`config.mk`:
```
export PLATFORM = sky130hd
export DESIGN_NAME = imem_loader_flat
export DESIGN_NICKNAME = d
export VERILOG_FILES = /design/src/rtl/imem_loader_pkg.sv /design/src/rtl/imem_loader_if.sv /design/src/rtl/imem_loader_word_packer.sv /design/src/rtl/imem_loader.sv /design/src/flat_wrapper.sv
export SDC_FILE = /design/constraint.sdc
export NUM_CORES = 1
export LEC_CHECK = 0
export BUFFER_PORTS_ARGS = -buffer_cell sky130_fd_sc_hd__clkbuf_2
export CAP_MARGIN = 20
export CELL_PAD_IN_SITES_DETAIL_PLACEMENT = 0
export CELL_PAD_IN_SITES_GLOBAL_PLACEMENT = 1
export CORE_MARGIN = 2
export CORE_UTILIZATION = 39
export DETAILED_ROUTE_END_ITERATION = 10
export PLACE_DENSITY_LB_ADDON = 0.1
export SLEW_MARGIN = 0
export SYNTH_ARGS = -nofsm -noshare
export SYNTH_HDL_FRONTEND = slang
export SYNTH_HIERARCHICAL = 1
export SYNTH_SLANG_ARGS = --single-unit
```
`constraint.sdc`:
```
create_clock -name clk -period 3.05 [get_ports clk]
set_input_delay 0.1525 -clock clk [delete_from_list [all_inputs] [get_ports clk]]
set_output_delay 0.1525 -clock clk [all_outputs]
set_load 0.02 [all_outputs]
```
`src/rtl/imem_loader_pkg.sv`:
```
// rtl/imem_loader_pkg.sv - shared types and constants for the instruction-memory loader
// Purpose: loader FSM state encoding, word/length geometry and word address helper.
// Ports: none (package).
package imem_loader_pkg;

    localparam int WORD_BYTES = 4;
    localparam int LEN_W      = 16;

    typedef enum logic [2:0] {
        IDLE,
        LEN_LO,
        LEN_HI,
        DATA,
        WRITE,
        CHK,
        DONE,
        ERROR
    } state_t;

    // Byte address of word number idx, counted from base.
    function automatic logic [31:0] word_addr(input logic [31:0] base,
                                              input logic [LEN_W-1:0] idx);
        return base + {14'b0, idx, 2'b00};
    endfunction

endpackage

```
`src/rtl/imem_loader_if.sv`:
```
// rtl/imem_loader_if.sv - byte stream input and instruction-memory write port bundle
// Purpose: groups the program byte stream and the memory2c-style write port.
// Ports (signals): in_valid/in_data/in_ready byte stream; mem_data_in, mem_addr, mem_enable,
//   mem_wr, mem_createdump memory port. master = loader side, slave = source/memory side.
interface imem_loader_if;
    import imem_loader_pkg::*;

    logic                    in_valid;
    logic [7:0]              in_data;
    logic                    in_ready;
    logic [8*WORD_BYTES-1:0] mem_data_in;
    logic [31:0]             mem_addr;
    logic                    mem_enable;
    logic                    mem_wr;
    logic                    mem_createdump;

    modport master (
        input  in_valid, in_data,
        output in_ready, mem_data_in, mem_addr, mem_enable, mem_wr, mem_createdump
    );

    modport slave (
        output in_valid, in_data,
        input  in_ready, mem_data_in, mem_addr, mem_enable, mem_wr, mem_createdump
    );

endinterface

```
`src/rtl/imem_loader_word_packer.sv`:
```
// rtl/imem_loader_word_packer.sv - packs accepted bytes little-endian into 32-bit words
// Purpose: byte-lane shift register plus 2-bit lane counter; first byte lands in [7:0].
// Ports: clk, reset (sync, active-high), clear (session start), byte_valid/byte_data (accepted
//   byte), word (packed word), word_full (the byte accepted this cycle completes the word).
module word_packer
    import imem_loader_pkg::*;
(
    input  logic                    clk,
    input  logic                    reset,
    input  logic                    clear,
    input  logic                    byte_valid,
    input  logic [7:0]              byte_data,
    output logic [8*WORD_BYTES-1:0] word,
    output logic                    word_full
);

    logic [1:0]              lane;
    logic [8*WORD_BYTES-1:0] shreg;

    always_ff @(posedge clk) begin
        if (reset || clear) begin
            lane  <= '0;
            shreg <= '0;
        end else if (byte_valid) begin
            lane  <= lane + 2'd1;
            // Shift right so that after four bytes the first one sits in the low lane.
            shreg <= {byte_data, shreg[8*WORD_BYTES-1:8]};
        end
    end

    assign word = shreg;
    // Combinational so the FSM can leave DATA on the same edge that stores the last lane.
    assign word_full = byte_valid && (lane == 2'd3);

endmodule

```
`src/rtl/imem_loader.sv`:
```
// rtl/imem_loader.sv - loads a length-prefixed byte stream into instruction memory
// Purpose: receives a 16-bit little-endian word count followed by program bytes, packs them
//   into words, writes them to consecutive addresses from BASE_ADDR and holds the CPU in reset
//   until the image is complete. Optional macro IMEM_LOADER_CHECKSUM_EN adds a trailing
//   mod-256 checksum byte that must match the sum of all data bytes.
// Ports: clk, reset (sync, active-high), start (session pulse), bus (imem_loader_if.master:
//   byte stream + memory port), cpu_reset, busy, done, error, words_written.
module imem_loader
    import imem_loader_pkg::*;
#(
    parameter logic [31:0] BASE_ADDR = 32'h0000_0000,
    parameter int          MAX_WORDS = 1024           // must be <= 65535
) (
    input  logic             clk,
    input  logic             reset,
    input  logic             start,
    imem_loader_if.master    bus,
    output logic             cpu_reset,
    output logic             busy,
    output logic             done,
    output logic             error,
    output logic [LEN_W-1:0] words_written
);

    localparam logic [LEN_W-1:0] MAX_LEN = LEN_W'(MAX_WORDS);

    state_t                  state, state_nxt;
    logic [LEN_W-1:0]        len;
    logic [LEN_W-1:0]        len_full;
    logic                    in_ready_c;
    logic                    fire;
    logic                    start_ok;
    logic                    last_word;
    logic                    word_full;
    logic [8*WORD_BYTES-1:0] word;
    logic                    done_q;
`ifdef IMEM_LOADER_CHECKSUM_EN
    logic [7:0]              sum;
`endif

    assign fire      = bus.in_valid && in_ready_c;
    assign start_ok  = start && (state == IDLE || state == DONE || state == ERROR);
    // Length as it will be once the high byte on the bus is captured.
    assign len_full  = {bus.in_data, len[7:0]};
    assign last_word = ({1'b0, words_written} + 17'd1) >= {1'b0, len};

    word_packer u_packer (
        .clk        (clk),
        .reset      (reset),
        .clear      (start_ok),
        .byte_valid (fire && state == DATA),
        .byte_data  (bus.in_data),
        .word       (word),
        .word_full  (word_full)
    );

    // State register
    always_ff @(posedge clk) begin
        if (reset) begin
            state <= IDLE;
        end else begin
            state <= state_nxt;
        end
    end

    // Next-state logic
    always_comb begin
        state_nxt = state;
        unique case (state)
            IDLE, DONE, ERROR: begin
                if (start_ok) state_nxt = LEN_LO;
            end
            LEN_LO: begin
                if (fire) state_nxt = LEN_HI;
            end
            LEN_HI: begin
                if (fire) begin
                    if (len_full == '0)          state_nxt = DONE;
                    else if (len_full > MAX_LEN) state_nxt = ERROR;
                    else                         state_nxt = DATA;
                end
            end
            DATA: begin
                if (fire && word_full) state_nxt = WRITE;
            end
            WRITE: begin
                if (!last_word) state_nxt = DATA;
`ifdef IMEM_LOADER_CHECKSUM_EN
                else            state_nxt = CHK;
`else
                else            state_nxt = DONE;
`endif
            end
            CHK: begin
`ifdef IMEM_LOADER_CHECKSUM_EN
                if (fire) state_nxt = (bus.in_data == sum) ? DONE : ERROR;
`else
                state_nxt = IDLE;
`endif
            end
            default: state_nxt = IDLE;
        endcase
    end

    // Session datapath: length, word count, dump edge detect, checksum.
    always_ff @(posedge clk) begin
        if (reset) begin
            len           <= '0;
            words_written <= '0;
            done_q        <= 1'b0;
`ifdef IMEM_LOADER_CHECKSUM_EN
            sum           <= '0;
`endif
        end else begin
            done_q <= (state == DONE);
            if (start_ok) begin
                len           <= '0;
                words_written <= '0;
`ifdef IMEM_LOADER_CHECKSUM_EN
                sum           <= '0;
`endif
            end
            if (state == LEN_LO && fire) len[7:0]      <= bus.in_data;
            if (state == LEN_HI && fire) len[15:8]     <= bus.in_data;
            if (state == WRITE)          words_written <= words_written + 16'd1;
`ifdef IMEM_LOADER_CHECKSUM_EN
            if (state == DATA && fire)   sum           <= sum + bus.in_data;
`endif
        end
    end

    // Output logic
    always_comb begin
        in_ready_c         = 1'b0;
        busy               = 1'b0;
        done               = 1'b0;
        error              = 1'b0;
        cpu_reset          = 1'b1;
        bus.mem_enable     = 1'b0;
        bus.mem_wr         = 1'b0;
        bus.mem_createdump = 1'b0;
        bus.mem_addr       = word_addr(BASE_ADDR, words_written);
        bus.mem_data_in    = '0;
        unique case (state)
            LEN_LO, LEN_HI, DATA, CHK: begin
                in_ready_c = 1'b1;
                busy       = 1'b1;
            end
            WRITE: begin
                busy            = 1'b1;
                bus.mem_enable  = 1'b1;
                bus.mem_wr      = 1'b1;
                bus.mem_data_in = word;
            end
            DONE: begin
                done               = 1'b1;
                cpu_reset          = 1'b0;
                // Dump only on entry; done_q is low on the first DONE cycle.
                bus.mem_createdump = !done_q;
            end
            ERROR: begin
                error = 1'b1;
            end
            default: ;
        endcase
        bus.in_ready = in_ready_c;
    end

endmodule

```
`src/flat_wrapper.sv`:
```
// flat-port wrapper written by rule: the top's interface ports become plain ports
module imem_loader_flat import imem_loader_pkg::*;
#(
    parameter logic [31:0] BASE_ADDR = 32'h0000_0000,
    parameter int          MAX_WORDS = 1024                              
)
  (clk, reset, start, cpu_reset, busy, done, error, words_written, bus_in_valid, bus_in_data, bus_in_ready, bus_mem_data_in, bus_mem_addr, bus_mem_enable, bus_mem_wr, bus_mem_createdump);
  imem_loader_if bus_i ();
  input  logic clk;
  input  logic reset;
  input  logic start;
  output logic cpu_reset;
  output logic busy;
  output logic done;
  output logic error;
  output logic [LEN_W-1:0] words_written;
  input wire logic [$bits(bus_i.in_valid)-1:0] bus_in_valid;
  input wire logic [$bits(bus_i.in_data)-1:0] bus_in_data;
  output wire logic [$bits(bus_i.in_ready)-1:0] bus_in_ready;
  output wire logic [$bits(bus_i.mem_data_in)-1:0] bus_mem_data_in;
  output wire logic [$bits(bus_i.mem_addr)-1:0] bus_mem_addr;
  output wire logic [$bits(bus_i.mem_enable)-1:0] bus_mem_enable;
  output wire logic [$bits(bus_i.mem_wr)-1:0] bus_mem_wr;
  output wire logic [$bits(bus_i.mem_createdump)-1:0] bus_mem_createdump;
  assign bus_i.in_valid = bus_in_valid;
  assign bus_i.in_data = bus_in_data;
  assign bus_in_ready = bus_i.in_ready;
  assign bus_mem_data_in = bus_i.mem_data_in;
  assign bus_mem_addr = bus_i.mem_addr;
  assign bus_mem_enable = bus_i.mem_enable;
  assign bus_mem_wr = bus_i.mem_wr;
  assign bus_mem_createdump = bus_i.mem_createdump;
  imem_loader #(.BASE_ADDR(BASE_ADDR), .MAX_WORDS(MAX_WORDS)) u_core (.clk(clk), .reset(reset), .start(start), .bus(bus_i), .cpu_reset(cpu_reset), .busy(busy), .done(done), .error(error), .words_written(words_written));
endmodule
```
==> flow_summary_export.csv <==
group,metric,value,unit
logic_synthesis,syn-cell-area,3980,µm²
logic_synthesis,synth_area_leaders,"dfxtp_1 35%, mux2i_1 8.6%, buf_4 6.4%, ha_1 5.7%, nor2_1 5.4%",
routing,met1_length,4480,µm
power_and_ir_drop,ir_drop,0.263,mV
timing,drv_slew,0,
routing,drt.antenna.violating_nets,0,
floorplanning,core,9820,µm²
placed_design,dpl.hpwl,6500,µm
final_layout,drive_gt1_share,21.8,%
routing,wirelength,9260,µm
logic_synthesis,async_flop_share,0,%
routing,topRoutingLayerUsed,"met4",
power_and_ir_drop,seq_power_share,46.9,%
global_routing,grt_pass1_wl,15000,µm
outcome,status,"finished, final reports clean",
power_and_ir_drop,p_int,0.00146,W
global_routing,grt_max_degree,43,
global_routing,grt_overflow,0,
logic_synthesis,synth_edf_count,0,
logic_synthesis,ys_types,50,
power_and_ir_drop,pwr-share-clk,42.2,%
critical_path,cp_slowest_stage_delay,390,ps
routing,drc,0,
final_layout,finish.instance_area,4510,µm²
logic_synthesis,yosysTopAreaCell,"dfxtp_1",
clock_tree,numCtsBuffers,9,
placed_design,io_buffers,83,
final_layout,fin_util,46.0,%
clock_tree,clk_pin_slew,80,ps
floorplanning,fp-row-count,36,
clock_tree,clk_latency,350,ps
routing,vias,3285,
logic_synthesis,syn_inst,474,
hold_path,min-delay-path-class,"input port to register",
timing,setup_tns,0,ps
final_layout,syn_to_final_growth,13.4,%
clock_tree,cts.sinks,70,
critical_path,arrival,2940,ps
flow_run,drv_cap,0,
critical_path,crit_slowest_cell,"dfxtp_1",
global_routing,antenna_found_initial,0,
floorplanning,start_util,40.5,%
clock_tree,cts_tree,"done",
power_and_ir_drop,power.total,0.00201,W
timing,slew_headroom,54.7,%
final_layout,diodes,0,
power_and_ir_drop,power_density,445,nW/µm²
floorplanning,die_y,105,µm
routing,wl_met3,368,µm
power_and_ir_drop,p_sw,0.000553,W
routing,wl_per_cell,13.7,µm
routing,drtIter0Drc,132,
final_layout,layout.cells.non_filler,675,
timing,tightest_slew,678,ps
critical_path,crit_path_start_kind,"register",
logic_synthesis,synth_common_cells,"70 x dfxtp_1, 57 x nor2_1, 34 x and2_1, 34 x buf_4, 34 x mux2i_1",
clock_tree,cts_buffer_depth,2,
logic_synthesis,ys.warnings.count,6,
logic_synthesis,synthFlopType,"dfxtp_1",
logic_synthesis,yosysSeqAreaShare,35.2,%
logic_synthesis,synth.avg_cell_area,8.39,µm²
power_and_ir_drop,power_frac_comb,10.9,%
placed_design,place_area,4280,µm²
timing,finalHoldViolCount,0,
global_routing,grt_pass1_vias,2980,
clock_tree,clock-root-buffer,"clkbuf_8",
critical_path,path_cells,"ha_2 > nand3_2 > nor2_1 > and3_1 > xnor2_1 > inv_1 > ha_1 > a21oi_1 > o21ai_0 > a2111oi_2 > a21o_1 > o211ai_1",
timing,final.period_utilization,89.2,%
clock_tree,postCtsSetupBuffers,0,
logic_synthesis,synth_top_area_share,35.2,%
power_and_ir_drop,swShare,27.5,%
logic_synthesis,synth-seq-cells,70,
placed_design,dp.cells,659,
critical_path,critPathKind,"register to register",
critical_path,cp-end-kind,"register",
timing,setup_viol,0,
logic_synthesis,post-synth-top-count-cell,"dfxtp_1",
routing,viasPerCell,4.87,
critical_path,critPathRequiredTime,3270,ps
routing,dr.pass1.iters,4,
global_routing,track_usage,16.9,%
critical_path,crit_fanout,5,
timing,rsz0062_at_grt,"false",
power_and_ir_drop,p_leak,2.02,nW
clock_tree,ctsHtreeMaxLevel,3,
floorplanning,fp.dieW,105,µm
timing,period_needed,2720,ps
placed_design,gp_congestion,0.807,
floorplanning,dieArea,11000,µm²
clock_tree,cts_hold_buffers,0,
timing,fmaxAchievable,0.368,GHz
floorplanning,ios,100,
routing,wl_met2,4340,µm
final_layout,final_nets,567,
timing,skew,9.61,ps
==> timing repair <==
item	in CTS	in global routing
endpoints found under the setup margin	0	2
endpoints found under the hold margin	0	0
gates resized for setup	0	4
==> cells in the final DEF (no fill, tap or decap), drive strengths merged, types with 9 or more instances in the layout <==
master	n
clkbuf	93
a21oi	33
o21ai	12
inv	27
conb	16
nand2	28
nand3	25
and2	34
nor3	9
ha	18
nor2	59
buf	10
dfxtp	70
mux2i	34
==> logic make-up (layout without fill, tap and decap cells) <==
group           count (synthesis)  count (layout)  synth area share (%)
simple gates                  185             185                  23.6
other cells                     1              16                0.0942
flops                          70              70                  35.2
xor+xnor                       16              16                  3.52
compound gates                 68              68                  10.4
buf+inv                        82             135                  12.9
fa+ha+maj                      18              18                  5.66
mux                            34              34                  8.55
==> layout make-up <==
type	instances	area [µm²]
Clock inverter	6	93.8
Multi-Input combinational cell	337	2130
Sequential cell	70	1400
Clock buffer	10	128
Inverter	26	97.6
Fill cell	1041	5310
Timing Repair Buffer	93	490
Tap cell	133	166
==> flip-flops by register name, indices dropped and copies added, names as in the netlist <==
register	cells
u_core/words_written	16
u_core/u_packer/lane	2
u_core/done_q	1
u_core/state	3
u_core/u_packer/word	32
u_core/len	16
==> critical path: cells and delay by family (launching register included) <==
family                     cells  cell delay, ps
adders and majority gates      2             550
DFF                            1             390
buffers and inverters          1              70
and+or+nand+nor                3             530
AOI/OAI and AO/OA              5             950
xor gates and xnor gates       1             140
==> power by group through the flow <==
stage               logic, W  clock network, W  registers, W
finish              0.000219          0.000848      0.000943
CTS                 0.000219          0.000873      0.000943
global route        0.000245          0.000913      0.000946
floorplan           0.000193                 0      0.000954
global placement    0.000216                 0      0.000965
detailed placement  0.000218                 0      0.000964
==> per-stage QoR <==
step | worst slack (ps) | hold WS (ps)
2_1_floorplan | 255 | 289
3_3_place_gp | 329 | 392
3_5_place_dp | 142 | 393
4_1_cts | 81.5 | 14.8
5_1_grt | 76.7 | 25.6
6_report | 331 | 34.0
==> per-layer routing <==
metal | track usage, % | up-vias
li1 | - | 1676
met1 | 22.3 | 1534
met2 | 27.8 | 66
met3 | 4.05 | 9
met4 | 3.71 | 0
met5 | 0 | -
==> final timing paths <==
path | start | endpoint | slack, ps | cells past startpoint
min | reset | u_core/done_q | 30 | 2
max | u_core/words_written[1] | u_core/state[2] | 330 | 12
max reg2reg | u_core/words_written[1] | u_core/state[2] | 330 | 12
min reg2reg | u_core/len[14] | u_core/len[14] | 470 | 2
No activity file was read; power rests on OpenSTA's default activity.
